File: src/rtl/uart_tx_arbiter.sv
//------------------------------------------------------------------------------
// uart_tx_arbiter
//
// Shares one UART transmitter between two byte requesters. A round-robin
// arbiter accepts a byte over a valid/ready handshake. The sequencer then
// launches it with a one-cycle start strobe and follows the transmitter's
// busy flag until the frame is complete. If the transmitter never acknowledges
// the launch, the byte is dropped and an error pulse is raised.
//
// Optional feature macro: UART_ARB_STATS_EN
//   When defined, the per-requester frame counters tx_count0/tx_count1 and
//   their ports exist. When undefined, they are absent. All other behaviour
//   is identical in both builds.
//
// Parameters:
//   DATA_W       width of the transmitted byte
//   ACK_TIMEOUT  clk_sis cycles to wait for tx_busy after tx_start
//   CNT_W        width of the frame counters (statistics build only)
//
// Ports:
//   clk_sis      system clock; all logic is on its rising edge
//   rst          synchronous reset, active low
//   req0_valid   requester 0 has a byte
//   req0_data    requester 0 byte
//   req0_ready   requester 0 byte accepted this cycle (combinational)
//   req1_valid   requester 1 has a byte
//   req1_data    requester 1 byte
//   req1_ready   requester 1 byte accepted this cycle (combinational)
//   tx_start     one-cycle launch strobe to the transmitter
//   tx_data      byte being transmitted, stable for the whole frame
//   tx_busy      transmitter busy, from frame start through the stop bit
//   grant        one-hot owner of the transmitter; 00 when idle
//   busy         high whenever the sequencer is not idle
//   ack_err      one-cycle pulse: the transmitter never went busy
//   err_id       requester index of the last ack_err
//   tx_count0    frames completed for requester 0 (UART_ARB_STATS_EN)
//   tx_count1    frames completed for requester 1 (UART_ARB_STATS_EN)
//------------------------------------------------------------------------------
module uart_tx_arbiter #(
    parameter int DATA_W      = 8,
    parameter int ACK_TIMEOUT = 16,
    parameter int CNT_W       = 16
) (
    input  logic              clk_sis,
    input  logic              rst,
    input  logic              req0_valid,
    input  logic [DATA_W-1:0] req0_data,
    output logic              req0_ready,
    input  logic              req1_valid,
    input  logic [DATA_W-1:0] req1_data,
    output logic              req1_ready,
    output logic              tx_start,
    output logic [DATA_W-1:0] tx_data,
    input  logic              tx_busy,
    output logic [1:0]        grant,
    output logic              busy,
    output logic              ack_err,
    output logic              err_id
`ifdef UART_ARB_STATS_EN
    ,
    output logic [CNT_W-1:0]  tx_count0,
    output logic [CNT_W-1:0]  tx_count1
`endif
);

    // The acknowledge timer counts 0 .. ACK_TIMEOUT-1, so it needs
    // clog2(ACK_TIMEOUT) bits, with a minimum width of one bit.
    localparam int TMR_W = (ACK_TIMEOUT > 1) ? $clog2(ACK_TIMEOUT) : 1;
    localparam logic [TMR_W-1:0] TMR_LAST = TMR_W'(ACK_TIMEOUT - 1);

    typedef enum logic [1:0] {
        IDLE,
        LAUNCH,
        WAIT_ACK,
        WAIT_DONE
    } state_t;

    state_t            state;
    state_t            next_state;

    // last_ptr is the most recently granted requester. It equals the current
    // owner for as long as a frame is in flight.
    logic              last_ptr;
    logic [TMR_W-1:0]  ack_timer;

    logic              any_valid;
    logic              winner;
    logic              accept;
    logic              timeout_hit;
    logic              frame_done;

    // Round-robin choice. With a single valid requester, that requester
    // wins. With both valid, the one not served last wins. Because reset sets
    // last_ptr to 1, requester 0 takes the first tie.
    always_comb begin
        any_valid = req0_valid | req1_valid;
        if (req0_valid && req1_valid) begin
            winner = ~last_ptr;
        end else begin
            winner = req1_valid;
        end
    end

    // Ready is gated by rst so that no handshake is reported while a reset
    // would discard the capture.
    assign req0_ready = rst && (state == IDLE) && !winner && req0_valid;
    assign req1_ready = rst && (state == IDLE) &&  winner && req1_valid;

    assign busy = (state != IDLE);

    // State register.
    always_ff @(posedge clk_sis) begin
        if (!rst) begin
            state <= IDLE;
        end else begin
            state <= next_state;
        end
    end

    // Next-state decode and the single-cycle control events that drive the
    // datapath registers below.
    always_comb begin
        next_state  = state;
        accept      = 1'b0;
        timeout_hit = 1'b0;
        frame_done  = 1'b0;
        case (state)
            IDLE: begin
                if (any_valid) begin
                    accept     = 1'b1;
                    next_state = LAUNCH;
                end
            end
            LAUNCH: begin
                next_state = WAIT_ACK;
            end
            WAIT_ACK: begin
                if (tx_busy) begin
                    next_state = WAIT_DONE;
                end else if (ack_timer == TMR_LAST) begin
                    timeout_hit = 1'b1;
                    next_state  = IDLE;
                end
            end
            WAIT_DONE: begin
                if (!tx_busy) begin
                    frame_done = 1'b1;
                    next_state = IDLE;
                end
            end
            default: begin
                next_state = IDLE;
            end
        endcase
    end

    // Datapath registers. tx_start is registered from the accept event, so
    // it is high exactly for the LAUNCH cycle. tx_data is loaded only on
    // accept, which keeps it stable for the whole frame. The timer is cleared
    // in LAUNCH and advances on every WAIT_ACK cycle without busy.
    always_ff @(posedge clk_sis) begin
        if (!rst) begin
            tx_start  <= 1'b0;
            tx_data   <= '0;
            grant     <= 2'b00;
            last_ptr  <= 1'b1;
            ack_timer <= '0;
            ack_err   <= 1'b0;
            err_id    <= 1'b0;
        end else begin
            tx_start <= accept;
            ack_err  <= timeout_hit;

            if (accept) begin
                tx_data  <= winner ? req1_data : req0_data;
                grant    <= winner ? 2'b10 : 2'b01;
                last_ptr <= winner;
            end

            if (state == LAUNCH) begin
                ack_timer <= '0;
            end else if ((state == WAIT_ACK) && !tx_busy) begin
                ack_timer <= ack_timer + TMR_W'(1);
            end

            if (timeout_hit) begin
                err_id <= last_ptr;
                grant  <= 2'b00;
            end

            if (frame_done) begin
                grant <= 2'b00;
            end
        end
    end

`ifdef UART_ARB_STATS_EN
    // Completed-frame counters, one per requester. They wrap naturally at
    // 2^CNT_W. A timed-out frame never reaches WAIT_DONE, so it is not
    // counted.
    always_ff @(posedge clk_sis) begin
        if (!rst) begin
            tx_count0 <= '0;
            tx_count1 <= '0;
        end else if (frame_done) begin
            if (last_ptr) begin
                tx_count1 <= tx_count1 + CNT_W'(1);
            end else begin
                tx_count0 <= tx_count0 + CNT_W'(1);
            end
        end
    end
`else
    // CNT_W stays in the parameter list so both builds share one interface.
    // It has no function when the counters are compiled out.
    localparam int unused_cnt_w = CNT_W;
`endif

endmodule

File: config.mk
export PLATFORM = sky130hd
export DESIGN_NAME = uart_tx_arbiter
export DESIGN_NICKNAME = d
export VERILOG_FILES = /design/src/rtl/uart_tx_arbiter.sv
export SDC_FILE = /design/constraint.sdc
export NUM_CORES = 1
export LEC_CHECK = 0
export CAP_MARGIN = 20
export CORE_MARGIN = 2
export CORE_UTILIZATION = 42
export CTS_CLUSTER_DIAMETER = 120
export CTS_CLUSTER_SIZE = 40
export DETAILED_ROUTE_END_ITERATION = 12
export PLACE_DENSITY = 0.87
export SYNTH_ARGS = -nofsm -noshare
export SYNTH_HDL_FRONTEND = slang
export SYNTH_SLANG_ARGS = --single-unit
export TNS_END_PERCENT = 30
File: constraint.sdc
create_clock -name clk_sis -period 1.6 [get_ports clk_sis]
set_clock_uncertainty 0.2 [all_clocks]
set_input_delay 0.4 -clock clk_sis [delete_from_list [all_inputs] [get_ports clk_sis]]
set_output_delay 0.4 -clock clk_sis [all_outputs]
set_load 0.005 [all_outputs]
==> results.tsv <==
metric	value	unit
outcome	finished with violations	
failed_checks	setup timing	
slowest_stage	dfxtp_2	
post_layout_minimum_cycle_time	1.78	ns
drv_slew	0	
cts_buffer_depth	2	
pin_count_of_the_biggest_net_entering_global_routing	15	
rsz_0062_raised_after_global_routing	yes	
most_used_layer_global_route	met2	
finish.net_count	196	
finalHoldViolations	0	
core_area	2190	sq um
setup_violations	3	
ioPinCount	37	
global_route.usage.total	23.6	%
cts_hold_buffers	0	
synth_top_cell_by_area	dfxtp_1	
worstSetupPathType	register to primary output	
cell_family_contributing_the_most_delay_on_the_critical_path	flip-flops	
die_w	52.0	microns
worst_skew_pair.late_latency	0.29	ns
number_of_design_rule_violations_left_after_detail_routing	0	
share_of_the_clock_period_used_by_the_worst_path_after_layout	112	%
finalWorstSetupSlack	-0.185	ns
worst_hold_check_slack	0.261	ns
clock_tree.root_cell	clkbuf_4	
grt_pass1_vias	1140	
height_of_the_die	52.0	microns
ff_latch_area	415	sq um
post_dp_cell_area	1470	sq um
firstDrtPassIters	4	
clk_transition_reported_paths	0.11	ns
ys_top_cells_by_area	dfxtp_1, nand2_1, a21oi_1, a311oi_1, buf_2	
maximum_net_fanout_on_the_critical_path	2	
antenna_left	0	
number_of_unique_standard_cell_types_used_by_synthesis	36	
flow.area_growth_from_synthesis	63.0	%
finish.instance_area	1580	sq um
first_pass_grt_wire_length	4.76	mm
end_kind	primary output	
design.die.area	2710	sq um
path_cells	nor2_4 -> buf_6 -> nand3_2 -> nor2_2 -> buf_2	
worstPathArrival	1.18	ns
fillers	173	
initial_core_util	44.2	%
global_route.overflow_total	0	
netlist.area_leader.share	41.3	%
max_freq	560	MHz
antenna-diode-count	0	
max-slew-margin-rel	76.9	%
totalPowerFinal	1.31	mW
clock_tree_from_tritoncts	done	
start_kind	register	
met1_track_demand_over_resource	24.9	%
clock_sink_count	20	
postSynthNetCount	137	
worstHoldPathType	register to register	
drt-total-wl	2.93	mm
critical_path.n_buffers_inverters	2	
worst_path_largest_cell_delay	0.35	ns
total_area_of_multi_input_combinational_cells	549	sq um
globalRouteMet2Util	41.6	%
synth.avg_cell_area	8.42	sq um
cts.htree.levels	1	
cts-buffers-inserted	3	
routedWlPerCell	14.6	microns
via_count	1091	
detail_route.vias_per_cell	5.43	
ys_seq_elements	20	
grtUsageMet3	6.61	%
routabilityCongestion	0.753	
drv.max_cap_violation_count	0	
power.static_leakage	0.695	nW
initial_antenna_violation_count	0	
vdd.ir_drop.worst	0.536	mV
power_per_cell_area	830	nW/um^2
drt_iter0_markers	24	
postSynthCellCount	115	
yosys_warnings	0	
worst_pin_slew	0.346	ns
required	1.00	ns
final_standard_cell_utilization_of_the_core	72.1	%
netlist_area	968	sq um
sequential_share_of_the_synthesized_area	41.3	%
numPortBuffers	36	
dp_hpwl	2.08	mm
layout-drive-gt1-share	33.5	%
core.rowCount	17	
metrics by stage:
step	setup TNS (ns)	std cells	setup WS, ns
finish	-0.430	201	-0.185
global route	-0.684	201	-0.240
CTS	-0.512	200	-0.171
detailed placement	-7.92	191	-0.810
global placement	-7.25	191	-0.796
floorplan	0	115	0.0447
cell type report:
type                       instances  share of cell area, %
multi-input combinational         85                   34.8
timing repair buffer              61                   33.7
sequential                        20                   26.3
clock buffer                       4                   2.30
tap                               28                   2.22
inverter                           3                  0.713
synthesized netlist by cell type (all sizes together):
cell type	instances
a21bo	1
ha	1
nand4b	1
nor2b	1
nand2	23
nor4b	1
o311ai	1
nor3b	2
nor3	4
nor4bb	1
o32ai	1
nand3	2
nand3b	2
mux2i	2
nor2	5
inv	3
dfxtp	20
nor4	1
a21boi	1
a21oi	14
o21ai	3
a311oi	8
and3	2
clkbuf	1
buf	6
or2	1
o31a	1
o21a	1
a211oi	1
o2bb2ai	1
or3b	1
a31o	1
nand2b	1
logic make-up after synthesis:
family | after synthesis | share of synthesized area [%]
buffers and inverters | 10 | 5.30
AND/OR/NAND/NOR | 48 | 25.7
flip-flops | 20 | 41.3
adder cells (fa/ha/maj) | 1 | 1.29
AO/OA/AOI/OAI | 34 | 24.3
multiplexers | 2 | 2.07
worst register-to-register path, stage by stage, from the launching register on:
cell and delay [ns]:
dfxtp_2 0.37, buf_4 0.11, buf_4 0.14, nand3b_1 0.15, o311ai_2 0.39, nor3b_1 0.09
worst paths after layout:
path / start / to / slack, ns / depth (start not counted)
max: state[0]$_SDFFE_PN0P_ / req0_ready / -0.18 / 5
max reg2reg: state[1]$_SDFFE_PN0P_ / grant[0]$_SDFFE_PP0P_ / 0.05 / 5
min: err_id$_SDFFE_PN0P_ / err_id$_SDFFE_PN0P_ / 0.26 / 2
min reg2reg: err_id$_SDFFE_PN0P_ / err_id$_SDFFE_PN0P_ / 0.26 / 2
repair_timing:
action,4_1_cts,5_1_grt
pin swaps,5,9
setup endpoints to repair,28,10
resized for setup,45,8
buffers inserted,5,1
layout by cell type, fill, tap and decap left out, types with 3 or more instances in the layout:
| cell | count |
|---|---|
| a21oi_1 | 14 |
| a311oi_1 | 6 |
| buf_4 | 22 |
| buf_6 | 4 |
| clkbuf_4 | 3 |
| clkdlybuf4s50_1 | 17 |
| dfxtp_1 | 8 |
| dfxtp_2 | 12 |
| dlygate4sd2_1 | 13 |
| nand2_1 | 23 |
| nor3_1 | 3 |
| o21ai_0 | 3 |
sequential cells by signal, summed over array words and instances (netlist names):
name and count:
tx_data 8, tx_start 1, grant 2, ack_timer 4, state 2, last_ptr 1, err_id 1, ack_err 1
routing by layer:
metal | wire length, microns | vias to the layer above | share of wire [%]
li1 | - | 536 | -
met1 | 1120 | 506 | 38
met2 | 1520 | 43 | 52
met3 | 224 | 6 | 7.7
met4 | 62 | 0 | 2.1
met5 | 0 | - | 0
where the power goes:
part	total [mW]	internal (mW)	leakage (nW)	switching [mW]
sequential	0.582	0.553	0.168	0.0291
clock	0.292	0.139	0.0210	0.154
combinational	0.436	0.243	0.506	0.193
Power figures use the tool's default switching activity.
